`src/rtl/mem_loader.sv`:
```
// ---------------------------------------------------------------------------
// mem_loader
//
// Debug bus initiator for the p12 word memory. Commands arrive as a byte
// stream from a UART receiver, are parsed into single 32-bit read or write
// cycles on the memory bus, and the reply (ack byte or read data) leaves on
// a byte stream towards a UART transmitter. The memory bus is shared with
// the CPU, so every access first requests the bus from the arbiter.
//
// Command set (all multi-byte fields MSB first):
//   'W' 0x57 + 4 addr + 4 data -> write, reply 0x2E
//   'R' 0x52 + 4 addr          -> read, reply 4 data bytes
//   anything else in IDLE      -> reply 0x3F, no bus activity
//
// Optional feature, enabled by defining MEM_LOADER_AUTOINC_EN:
//   - address register increments after every completed access
//   - 'w' 0x77 + 4 data        -> write at the stored address
//   - 'r' 0x72                 -> read at the stored address
//   - 'A' 0x41 + 4 addr        -> set the address only, reply 0x2E
//   Without the macro these three bytes are unknown commands.
//
// Parameters:
//   ADDR_W   width of A; only the low ADDR_W bits of the shifted address stay
//   RD_LAT   cycles from the CS cycle to valid DI (1..3)
//
// Ports:
//   CLK       system clock, all logic on the rising edge
//   RESET_N   asynchronous active-low reset
//   RX_DATA   command byte in
//   RX_VALID  RX_DATA valid
//   RX_READY  loader accepts a byte (transfer = VALID & READY)
//   TX_DATA   response byte out
//   TX_VALID  TX_DATA valid
//   TX_READY  sink accepts the byte
//   BUS_REQ   memory bus request to the arbiter
//   BUS_GNT   memory bus grant from the arbiter
//   A         memory word address
//   DO        write data to memory
//   WR        write enable, qualified by CS
//   CS        memory chip select, single-cycle pulse
//   DI        read data from memory
//   BUSY      high whenever the loader is not idle
// ---------------------------------------------------------------------------
module mem_loader #(
  parameter int ADDR_W = 32,
  parameter int RD_LAT = 1
) (
  input  logic              CLK,
  input  logic              RESET_N,
  input  logic [7:0]        RX_DATA,
  input  logic              RX_VALID,
  output logic              RX_READY,
  output logic [7:0]        TX_DATA,
  output logic              TX_VALID,
  input  logic              TX_READY,
  output logic              BUS_REQ,
  input  logic              BUS_GNT,
  output logic [ADDR_W-1:0] A,
  output logic [31:0]       DO,
  output logic              WR,
  output logic              CS,
  input  logic [31:0]       DI,
  output logic              BUSY
);

  typedef enum logic [2:0] {
    S_IDLE,
    S_ADDR,
    S_DATA,
    S_REQ,
    S_ACC,
    S_RDW,
    S_RESP
  } state_t;

  typedef enum logic [1:0] {
    CMD_WRITE,
    CMD_READ,
    CMD_SETADDR
  } cmd_t;

  localparam logic [7:0] BYTE_W   = 8'h57;
  localparam logic [7:0] BYTE_R   = 8'h52;
  localparam logic [7:0] REPLY_OK = 8'h2E;
  localparam logic [7:0] REPLY_UNK = 8'h3F;
`ifdef MEM_LOADER_AUTOINC_EN
  localparam logic [7:0] BYTE_SETA = 8'h41;
  localparam logic [7:0] BYTE_WINC = 8'h77;
  localparam logic [7:0] BYTE_RINC = 8'h72;
`endif

  // Last value of the read-latency counter; the capture happens in that cycle.
  localparam logic [1:0] LAT_LAST = 2'(RD_LAT - 1);

  state_t state;
  cmd_t   cmd;
  logic [1:0]  cnt;
  logic [1:0]  lat_cnt;
  logic [1:0]  bytes_left;
  logic [23:0] rd_rest;
  logic        rx_fire;
  logic [ADDR_W-1:0] addr_shift;
`ifdef MEM_LOADER_AUTOINC_EN
  logic        did_access;
`endif

  // A byte is consumed only when both sides agree; RX_READY is a register,
  // so the sender sees a stable ready for the whole cycle.
  assign rx_fire = RX_VALID & RX_READY;

  // Address bytes shift in from the right; bytes pushed beyond ADDR_W fall off
  // the top, so narrow address buses just keep the low-order bytes.
  assign addr_shift = ADDR_W'({A, RX_DATA});

  // Whole loader: command parser, bus sequencer and reply serialiser in one
  // state machine. All outputs are registers updated together with the state
  // so that they reflect the state being entered. A and DO double as the
  // address and data shift registers, which keeps them stable from REQ until
  // the loader returns to IDLE. Read data goes to a separate shift register
  // (TX_DATA plus rd_rest) so DO is never disturbed by a read.
  always_ff @(posedge CLK or negedge RESET_N) begin
    if (!RESET_N) begin
      state      <= S_IDLE;
      cmd        <= CMD_READ;
      cnt        <= 2'd0;
      lat_cnt    <= 2'd0;
      bytes_left <= 2'd0;
      rd_rest    <= 24'd0;
`ifdef MEM_LOADER_AUTOINC_EN
      did_access <= 1'b0;
`endif
      A          <= '0;
      DO         <= 32'd0;
      RX_READY   <= 1'b0;
      TX_DATA    <= 8'd0;
      TX_VALID   <= 1'b0;
      BUS_REQ    <= 1'b0;
      WR         <= 1'b0;
      CS         <= 1'b0;
      BUSY       <= 1'b0;
    end else begin
      case (state)
        S_IDLE: begin
          // Coming out of reset RX_READY is low; it rises on the first clock.
          RX_READY <= 1'b1;
          if (rx_fire) begin
            BUSY <= 1'b1;
            cnt  <= 2'd0;
            case (RX_DATA)
              BYTE_W: begin
                cmd   <= CMD_WRITE;
                state <= S_ADDR;
              end
              BYTE_R: begin
                cmd   <= CMD_READ;
                state <= S_ADDR;
              end
`ifdef MEM_LOADER_AUTOINC_EN
              BYTE_SETA: begin
                cmd   <= CMD_SETADDR;
                state <= S_ADDR;
              end
              BYTE_WINC: begin
                cmd   <= CMD_WRITE;
                state <= S_DATA;
              end
              BYTE_RINC: begin
                cmd      <= CMD_READ;
                state    <= S_REQ;
                RX_READY <= 1'b0;
                BUS_REQ  <= 1'b1;
              end
`endif
              default: begin
                state      <= S_RESP;
                RX_READY   <= 1'b0;
                TX_VALID   <= 1'b1;
                TX_DATA    <= REPLY_UNK;
                bytes_left <= 2'd0;
              end
            endcase
          end
        end

        S_ADDR: begin
          if (rx_fire) begin
            A   <= addr_shift;
            cnt <= cnt + 2'd1;
            if (cnt == 2'd3) begin
              case (cmd)
                CMD_WRITE: state <= S_DATA;
                CMD_READ: begin
                  state    <= S_REQ;
                  RX_READY <= 1'b0;
                  BUS_REQ  <= 1'b1;
                end
                default: begin
                  // Address-only command: acknowledge without touching the bus.
                  state      <= S_RESP;
                  RX_READY   <= 1'b0;
                  TX_VALID   <= 1'b1;
                  TX_DATA    <= REPLY_OK;
                  bytes_left <= 2'd0;
                end
              endcase
            end
          end
        end

        S_DATA: begin
          if (rx_fire) begin
            DO  <= {DO[23:0], RX_DATA};
            cnt <= cnt + 2'd1;
            if (cnt == 2'd3) begin
              state    <= S_REQ;
              RX_READY <= 1'b0;
              BUS_REQ  <= 1'b1;
            end
          end
        end

        S_REQ: begin
          // No timeout: the loader waits as long as the CPU holds the bus.
          if (BUS_GNT) begin
            state <= S_ACC;
            CS    <= 1'b1;
            WR    <= (cmd == CMD_WRITE);
          end
        end

        S_ACC: begin
          // The access is committed once CS has been issued, whatever the
          // grant does afterwards.
          CS <= 1'b0;
          WR <= 1'b0;
`ifdef MEM_LOADER_AUTOINC_EN
          did_access <= 1'b1;
`endif
          if (cmd == CMD_WRITE) begin
            state      <= S_RESP;
            BUS_REQ    <= 1'b0;
            TX_VALID   <= 1'b1;
            TX_DATA    <= REPLY_OK;
            bytes_left <= 2'd0;
          end else begin
            state   <= S_RDW;
            lat_cnt <= 2'd0;
          end
        end

        S_RDW: begin
          if (lat_cnt == LAT_LAST) begin
            state      <= S_RESP;
            BUS_REQ    <= 1'b0;
            TX_VALID   <= 1'b1;
            TX_DATA    <= DI[31:24];
            rd_rest    <= DI[23:0];
            bytes_left <= 2'd3;
          end else begin
            lat_cnt <= lat_cnt + 2'd1;
          end
        end

        S_RESP: begin
          // TX_VALID is always high here; each accepted byte is replaced by the
          // next one on the following cycle, so a ready sink gets 1 byte/cycle.
          if (TX_READY) begin
            if (bytes_left == 2'd0) begin
              state    <= S_IDLE;
              TX_VALID <= 1'b0;
              BUSY     <= 1'b0;
              RX_READY <= 1'b1;
`ifdef MEM_LOADER_AUTOINC_EN
              // Advance only after a real bus cycle, not after 'A' or '?'.
              if (did_access) begin
                A <= A + ADDR_W'(1);
              end
              did_access <= 1'b0;
`endif
            end else begin
              TX_DATA    <= rd_rest[23:16];
              rd_rest    <= {rd_rest[15:0], 8'h00};
              bytes_left <= bytes_left - 2'd1;
            end
          end
        end

        default: begin
          state <= S_IDLE;
        end
      endcase
    end
  end

endmodule
```
`config.mk`:
```
export PLATFORM = sky130hd
export DESIGN_NAME = mem_loader
export DESIGN_NICKNAME = d
export VERILOG_FILES = /design/src/rtl/mem_loader.sv
export SDC_FILE = /design/constraint.sdc
export NUM_CORES = 1
export LEC_CHECK = 0
export ABC_AREA = 0
export BUFFER_PORTS_ARGS = -buffer_cell sky130_fd_sc_hd__buf_2
export CORE_AREA = 2 2 107 109
export CTS_CLUSTER_SIZE = 14
export DETAILED_ROUTE_END_ITERATION = 16
export DIE_AREA = 0 0 109 111
export HOLD_SLACK_MARGIN = 0.08
export PLACE_DENSITY = 0.7
export SLEW_MARGIN = 30
export SYNTH_ARGS = -nofsm -noshare
export SYNTH_HDL_FRONTEND = slang
export SYNTH_SLANG_ARGS = --single-unit
```
`constraint.sdc`:
```
create_clock -name CLK -period 2.6 [get_ports CLK]
set_input_delay 0.52 -clock CLK [delete_from_list [all_inputs] [get_ports CLK]]
set_output_delay 0.52 -clock CLK [all_outputs]
set_load 0.01 [all_outputs]
```
==> results.toml, run 1 <==
[grt]
grt_max_degree = 49
antenna_found_initial = 0
first_global_vias = 3555
grt_pass1_wl_um = 18200
grtUsageTotal_pct = 19.2
grt.overflow.total = 0

[yosys]
syn-instance-count = 401
synth_edf_count = 0
async_reset_ff_share_pct = 100
synth_most_common_cell = "dfrtp_1"
synth_top_area_cell = "dfrtp_1"
ys.flop_type = "dfrtp_1"
yosys_warnings = 0
synthTopCellsByArea = "dfrtp_1 56%, mux2_2 17%, mux2i_1 3.4%"
syn_avg_cell_area_um2 = 12.3
yosys-top-cells-count = "111 x dfrtp_1, 73 x mux2_2, 30 x o21ai_0"
yosysTopAreaCellShare_pct = 56.2
syn-cell-area_um2 = 4950
ys_types = 46
synth.yosys.seq_area_share_pct = 56.7
syn-num-nets = 449
synth_seq_cells = 112

[route]
via_per_inst = 5.22
detail-route-antenna-nets = 0
drc_errors = 0
vias = 3519
wl_um = 10900
firstDrtPassIters = 4
drtIter0Drc = 211
wl_per_cell_um = 16.2

[layout]
multi_input_area_um2 = 1990
layout.nets = 574
post-route-cell-area_um2 = 6050
seq_area_um2 = 2800
drive_gt1_share_pct = 44.6
finalNonFillerCells = 674
fill_cells = 991
diodes = 0
syn2layout_area_growth_pct = 22.3

[power_and_ir_drop]
p_switching_mw = 0.703
power_frac_comb_pct = 2.9
seqPwrFrac_pct = 54.9
power_density_nw_per_um2 = 524
pwr-share-clk_pct = 42.2
power.leakage_nw = 3.23
power.internal_mw = 2.47
peakVddDrop_mv = 0.295
swShare_pct = 22.2
p_total_mw = 3.17

[floorplanning]
die_y_um = 111
core_um2 = 11100
ios = 123
start_util_pct = 44.7
dieArea_um2 = 12100
die_w_um = 109
rows = 39

[sta]
final-setup-viol-count = 0
finalSetupTns_ps = 0
fin_skew_ps = 5.93
timing.final.crit_share_pct = 88.0
worst_slack_ps = 311
max_freq_mhz = 437
report.final.slew_viol_count = 0
rsz0062_at_grt = "no"
relSlewSlack_pct = 55.5
tightest_slew_ps = 664
fin_crit_ps = 2290
hold_violations = 0

[status]
status = "finished clean"

[placed_design]
gp_congestion = 0.859
portBuffers = 122
placed_area_um2 = 5760
dp.cells = 658
dp_slack_ps = 346
hpwl_um = 7810

[clocking]
cts_resized = 0
htreeDepth = 3
clock_latency_ps = 350
cts_root_buf = "clkbuf_16"
cts.path.max_buffers = 2
cts-buffers-inserted = 9
cts_tree = "done"
clk_pin_slew_worst_paths_ps = 70
cts_sinks = 112
postCtsSetupRepairBufs = 0
hold_buffers = 0

[critical_path]
cp_num_cells = 5
worstPathCellList = "and2b_1 -> a31oi_1 -> a221o_1 -> a21oi_4 -> mux2_2"
path_delay_family = "compound AO/OA/AOI/OAI gates"
crit_path_max_incr_delay_ps = 590
worstPathRequired_ps = 2830
reg2reg_depth = 5
cp_num_buf_inv = 0
startpoint_type = "register"
cp.arrival_ps = 2520
crit_type = "register to register"
cp-end-kind = "register"
slowest_stage = "dfrtp_1"
cp_max_fo = 14
rrSetupSlack_ps = 310

[flow_run]
maxCapViolations = 0

[worst_hold_path]
min_path_type = "primary input to asynchronous set/reset pin"
==> worst paths after layout <==
kind | from | to
min in group CLK | DI[6] | rd_rest[6]
max in group asynchronous | RESET_N | A[30]
worst max register to register | state[1] | TX_DATA[3]
worst min register to register | rd_rest[11] | rd_rest[11]
worst min-delay path | RESET_N | DO[29]
worst max-delay path | state[1] | TX_DATA[3]
==> through the flow <==
step	util (%)	hold slack (ps)
2_1_floorplan	-	224
3_3_place_gp	51.9	462
3_5_place_dp	52.0	475
4_1_cts	54.6	184
5_1_grt	54.6	220
6_report	54.6	166
==> cell type report <==
class                   count  area share, %
well taps                 143           2.96
inverters                   9          0.559
clock buffers              10           3.95
clock inverters             6          0.848
flip-flops and latches    112           46.4
multi-input cells         255           32.9
repair buffers            139           12.5
==> layer usage <==
layer	wire (um)	GRT usage (%)	share of wire, %	vias up
li1	-	-	-	1694
met1	5040	25.9	46	1721
met2	5130	29.9	47	77
met3	387	3.64	3.6	27
met4	323	8.97	3.0	0
met5	0	0	0	-
==> power groups by stage <==
stage          sequential [mW]  combinational, mW  clock [mW]
2_1_floorplan             1.78             0.0132           0
3_3_place_gp              1.77             0.0935           0
3_5_place_dp              1.77             0.0959           0
4_1_cts                   1.74             0.0963        1.38
5_1_grt                   1.74              0.107        1.44
6_report                  1.74             0.0929        1.34
==> layout by cell type (no fill, tap or decap), drive strengths merged, types with 7 or more instances in the layout <==
cell type | Yosys | layout
a21oi | 12 | 12
a22o | 12 | 12
buf | 14 | 139
clkbuf | 11 | 10
dfrtp | 111 | 111
inv | 8 | 10
mux2 | 73 | 73
mux2i | 17 | 17
nand2 | 29 | 29
nand3 | 7 | 7
nor2 | 15 | 15
nor3 | 7 | 7
o21ai | 30 | 30
==> flip-flops by register name, indices dropped and copies added (netlist names) <==
signal	cells
BUS_REQ	1
lat_cnt	2
DO	32
bytes_left	2
state	3
cnt	2
TX_VALID	1
WR	1
TX_DATA	8
rd_rest	24
RX_READY	1
cmd	1
CS	1
A	32
BUSY	1
==> cell families after synthesis <==
family,Yosys count,share of synthesized area (%)
xor+xnor,2,0.354
fa+ha+maj,3,0.759
flops,112,56.7
buf+inv,34,3.36
compound gates,78,10.5
simple gates,82,8.27
mux,90,20.1
Power figures use the tool's default switching activity.
==> run 2, diff against run 1 <==
- CORE_AREA: 2 2 107 109 -> 2 2 100 102
- DIE_AREA: 0 0 109 111 -> 0 0 102 104
- PLACE_DENSITY: 0.7 -> 0.75
==> results.toml, run 2 (synthesis gave the netlist of run 1 again) <==
[critical_path]
slowest_stage = "nor4_1"
worstPathCellList = "buf_4 -> or3b_2 -> a21oi_1 -> nor4_1 -> nand2_1 -> a22o_1"
worstPathRequired_ps = 2870
cp_max_fo = 34
cp-end-kind = "register"
startpoint_type = "register"
path_delay_family = "simple AND/OR/NAND/NOR gates"
cp_num_buf_inv = 1
crit_type = "register to register"
cp.arrival_ps = 2510
crit_path_max_incr_delay_ps = 760

[layout]
syn2layout_area_growth_pct = 20.0
drive_gt1_share_pct = 44.2
diodes = 0
layout.nets = 570
finalNonFillerCells = 660
post-route-cell-area_um2 = 5940
layout_commonest_cell = "buf_2"
largestRegisters = "A x32, DO x32, rd_rest x24"
layout_common_cells = "121 x buf_2, 111 x dfrtp_1, 73 x mux2_2, 30 x o21ai_0, 29 x nand2_1"

[grt]
grt.overflow.total = 0
grtUsageTotal_pct = 20.4
first_global_vias = 3400
grt_max_degree = 113
grt_pass1_wl_um = 17000
antenna_found_initial = 0

[worst_hold_path]
min_path_type = "primary input to asynchronous set/reset pin"

[sta]
rsz0062_at_grt = "no"
fin_crit_ps = 2240
finalSetupTns_ps = 0
hold_violations = 0
relSlewSlack_pct = 43.5
timing.final.crit_share_pct = 86.0
fin_skew_ps = 24.9
max_freq_mhz = 447
final-setup-viol-count = 0
report.final.slew_viol_count = 0
tightest_slew_ps = 840

[floorplanning]
die_w_um = 102
ios = 123
die_y_um = 104
core_um2 = 9550
rows = 36
dieArea_um2 = 10600
start_util_pct = 51.8

[route]
firstDrtPassIters = 4
drtIter0Drc = 128
drc_errors = 0
detail-route-antenna-nets = 0
vias = 3483
via_per_inst = 5.28
wl_per_cell_um = 15.6
wl_um = 10300

[placed_design]
hpwl_um = 7250
gp_congestion = 0.890
portBuffers = 122
dp.cells = 644
placed_area_um2 = 5730

[clocking]
cts_resized = 0
cts_sinks = 112
cts_tree = "done"
clk_pin_slew_worst_paths_ps = 110
cts.path.max_buffers = 2
hold_buffers = 0
clock_latency_ps = 380
cts_root_buf = "clkbuf_8"
cts-buffers-inserted = 9
htreeDepth = 3
postCtsSetupRepairBufs = 0

[power_and_ir_drop]
power_frac_comb_pct = 3.2
power.leakage_nw = 3.17
p_switching_mw = 0.696
peakVddDrop_mv = 0.352
p_total_mw = 2.85
seqPwrFrac_pct = 61.1
power.internal_mw = 2.15
power_density_nw_per_um2 = 480
pwr-share-clk_pct = 35.7
swShare_pct = 24.4

[flow_run]
maxCapViolations = 0

[status]
status = "finished clean"
[run 2: worst reg2reg max path: cells and delay by family, from the launching register on]
family                 cells  cell delay [ps]
AO/OA/AOI/OAI              2              350
buffers and inverters      1              330
flip-flops                 1              410
AND/OR/NAND/NOR            3             1070
[run 2: layout make-up]
cell class	instances	area (um2)
Timing Repair Buffer	135	748
Clock buffer	9	124
Clock inverter	7	73.8
Inverter	9	33.8
Sequential cell	112	2800
Fill cell	837	3610
Tap cell	133	166
Multi-Input combinational cell	255	1990
[run 2: layer usage]
| layer | track usage (%) | part of all wire [%] | vias to the layer above |
|---|---|---|---|
| li1 | - | - | 1682 |
| met1 | 29.7 | 46 | 1705 |
| met2 | 30.4 | 47 | 82 |
| met3 | 3.49 | 4.7 | 14 |
| met5 | 0 | 0 | - |
| met4 | 8.00 | 2.1 | 0 |
[run 2: final timing paths]
check                                  from     endpoint  slack, ps  depth (start not counted)
worst max-delay path               state[0]     state[2]        360                          6
worst min-delay path                RESET_N   rd_rest[7]        170                          2
worst max register to register     state[0]     state[2]        360                          6
worst min register to register  rd_rest[13]  rd_rest[13]        490                          2
max in group asynchronous           RESET_N     TX_VALID       1930                          2
min in group CLK                      DI[5]   rd_rest[5]        350                          2
[run 2: power groups by stage]
stage | Clock, mW | Combinational (mW) | Sequential (mW)
floorplan | 0 | 0.0132 | 1.78
global placement | 0 | 0.0926 | 1.77
detailed placement | 0 | 0.0941 | 1.77
CTS | 1.04 | 0.0943 | 1.74
global route | 1.11 | 0.104 | 1.74
finish | 1.02 | 0.0905 | 1.74
[run 2: metrics by stage]
stage               setup slack (ps)  hold WS, ps  util, %
floorplan                        589          224        -
global placement                 422          461     60.0
detailed placement               400          469     60.0
CTS                              374          228     62.1
global route                     124          232     62.2
finish                           363          169     62.2
==> run 3, diff against run 2 <==
- BUFFER_PORTS_ARGS: -buffer_cell sky130_fd_sc_hd__buf_2 -> unset
- CORE_AREA: 2 2 100 102 -> 2 2 94 96
- DIE_AREA: 0 0 102 104 -> 0 0 96 98
- DONT_BUFFER_PORTS: unset -> 1
- PLACE_DENSITY: 0.75 -> 0.72
==> results.toml, run 3 (synthesis gave the netlist of run 1 again) <==
[layout]
diodes = 0
layout_common_cells = "111 x dfrtp_1, 73 x mux2_2, 30 x o21ai_0, 29 x nand2_1, 17 x mux2i_1"
fill_cells = 680
syn2layout_area_growth_pct = 7.01
drive_gt1_share_pct = 27.3
layout.nets = 449
layout_commonest_cell = "dfrtp_1"
largestRegisters = "A x32, DO x32, rd_rest x24"

[grt]
grt_pass1_wl_um = 15800
antenna_found_initial = 0
grt_max_degree = 113
grt.overflow.total = 0
grtUsageTotal_pct = 21.5
first_global_vias = 3116

[power_and_ir_drop]
p_total_mw = 2.83
power_frac_comb_pct = 0.5
peakVddDrop_mv = 0.426
power.internal_mw = 2.22
power.leakage_nw = 2.60
p_switching_mw = 0.612
power_density_nw_per_um2 = 535
pwr-share-clk_pct = 38.0
swShare_pct = 21.6
seqPwrFrac_pct = 61.5

[clocking]
clk_pin_slew_worst_paths_ps = 110
postCtsSetupRepairBufs = 0
cts_resized = 0
cts_sinks = 112
cts_root_buf = "clkbuf_8"
cts-buffers-inserted = 9
cts_tree = "done"
htreeDepth = 3
cts.path.max_buffers = 2
clock_latency_ps = 370

[route]
wl_per_cell_um = 18.8
drc_errors = 0
detail-route-antenna-nets = 0
wl_um = 9670
met1_length_um = 4140
vias = 3089
met2RoutedLength_um = 4650
firstDrtPassIters = 4
via_per_inst = 6.01
dr_wl_met3_um = 724
top_layer = "met4"
drtIter0Drc = 160

[floorplanning]
core_um2 = 8470
start_util_pct = 58.4
die_w_um = 96
dieArea_um2 = 9410
rows = 34
ios = 123
die_y_um = 98

[status]
violations = "hold timing"
status = "finished, violations left"

[sta]
max_freq_mhz = 437
worst_slack_ps = 311
final-setup-viol-count = 0
tightest_slew_ps = 707
timing.final.crit_share_pct = 88.1
relSlewSlack_pct = 52.8
rsz0062_at_grt = "no"
fin_crit_ps = 2290
report.final.slew_viol_count = 0
whs_ps = -174
hold_violations = 111
finalSetupTns_ps = 0
fin_skew_ps = 18.8

[placed_design]
dp_slack_ps = 345
portBuffers = 0
hpwl_um = 6790
gp_congestion = 0.818

[critical_path]
cp_max_fo = 18
worstPathRequired_ps = 2850
startpoint_type = "register"
cp.arrival_ps = 2540
cp-end-kind = "register"
crit_type = "register to register"

[worst_hold_path]
min_path_type = "primary input to asynchronous set/reset pin"

[flow_run]
maxCapViolations = 0
-- run 3: cell count changes in the layout (fill, tap and decap cells not counted), sizes merged --
| cell | delta |
|---|---|
| buf | -121 |
| bufinv | +1 |
| clkbuf | +1 |
| clkinv | -1 |
| inv | -1 |
-- run 3: worst max-delay path, cell delays in order (launching register included) --
cell,delay [ps]
dfrtp_1,560
and2b_1,350
a31oi_1,110
a221o_1,440
a21oi_4,340
mux2_2,390
-- run 3: worst paths after layout --
check / endpoint / slack (ps) / start / cells after the start
min in group CLK: cmd[0] / 240 / RX_DATA[0] / 1
worst max register to register: TX_DATA[4] / 310 / state[0] / 5
worst min-delay path: A[30] / -170 / RESET_N / 0
worst max-delay path: TX_DATA[4] / 310 / state[0] / 5
worst min register to register: rd_rest[12] / 490 / rd_rest[12] / 2
max in group asynchronous: cmd[0] / 2570 / RESET_N / 0
-- run 3: layout make-up --
| type | count | area [um2] | area share (%) |
|---|---|---|---|
| repair buffers | 14 | 118 | 2.22 |
| clock inverters | 6 | 87.6 | 1.65 |
| well taps | 108 | 135 | 2.55 |
| multi-input cells | 255 | 1990 | 37.5 |
| inverters | 9 | 33.8 | 0.638 |
| flip-flops and latches | 112 | 2800 | 53.0 |
| clock buffers | 10 | 128 | 2.41 |
-- run 3: per-layer routing --
metal  track usage, %  up-vias
met3             6.10       14
met1             30.1     1525
met5                0        -
met4             8.35        0
met2             31.9       99
li1                 -     1451
-- run 3: metrics by stage --
stage / hold slack [ps] / utilization [%] / instance area (um2) / cells
final: -174 / 62.5 / 5290 / 514
after global routing: -210 / 62.5 / 5290 / 514
after CTS: -193 / 62.5 / 5290 / 514
after detailed placement: 227 / 59.9 / 5070 / 498
after global placement: 227 / 59.9 / 5070 / 498
after floorplan: 224 / - / 4950 / 401
-- run 3: power groups by stage --
stage	sequential, mW	clock (mW)	combinational, mW
2_1_floorplan	1.78	0	0.0132
3_3_place_gp	1.78	0	0.0150
3_5_place_dp	1.78	0	0.0152
4_1_cts	1.74	1.11	0.0153
5_1_grt	1.74	1.17	0.0178
6_report	1.74	1.08	0.0152
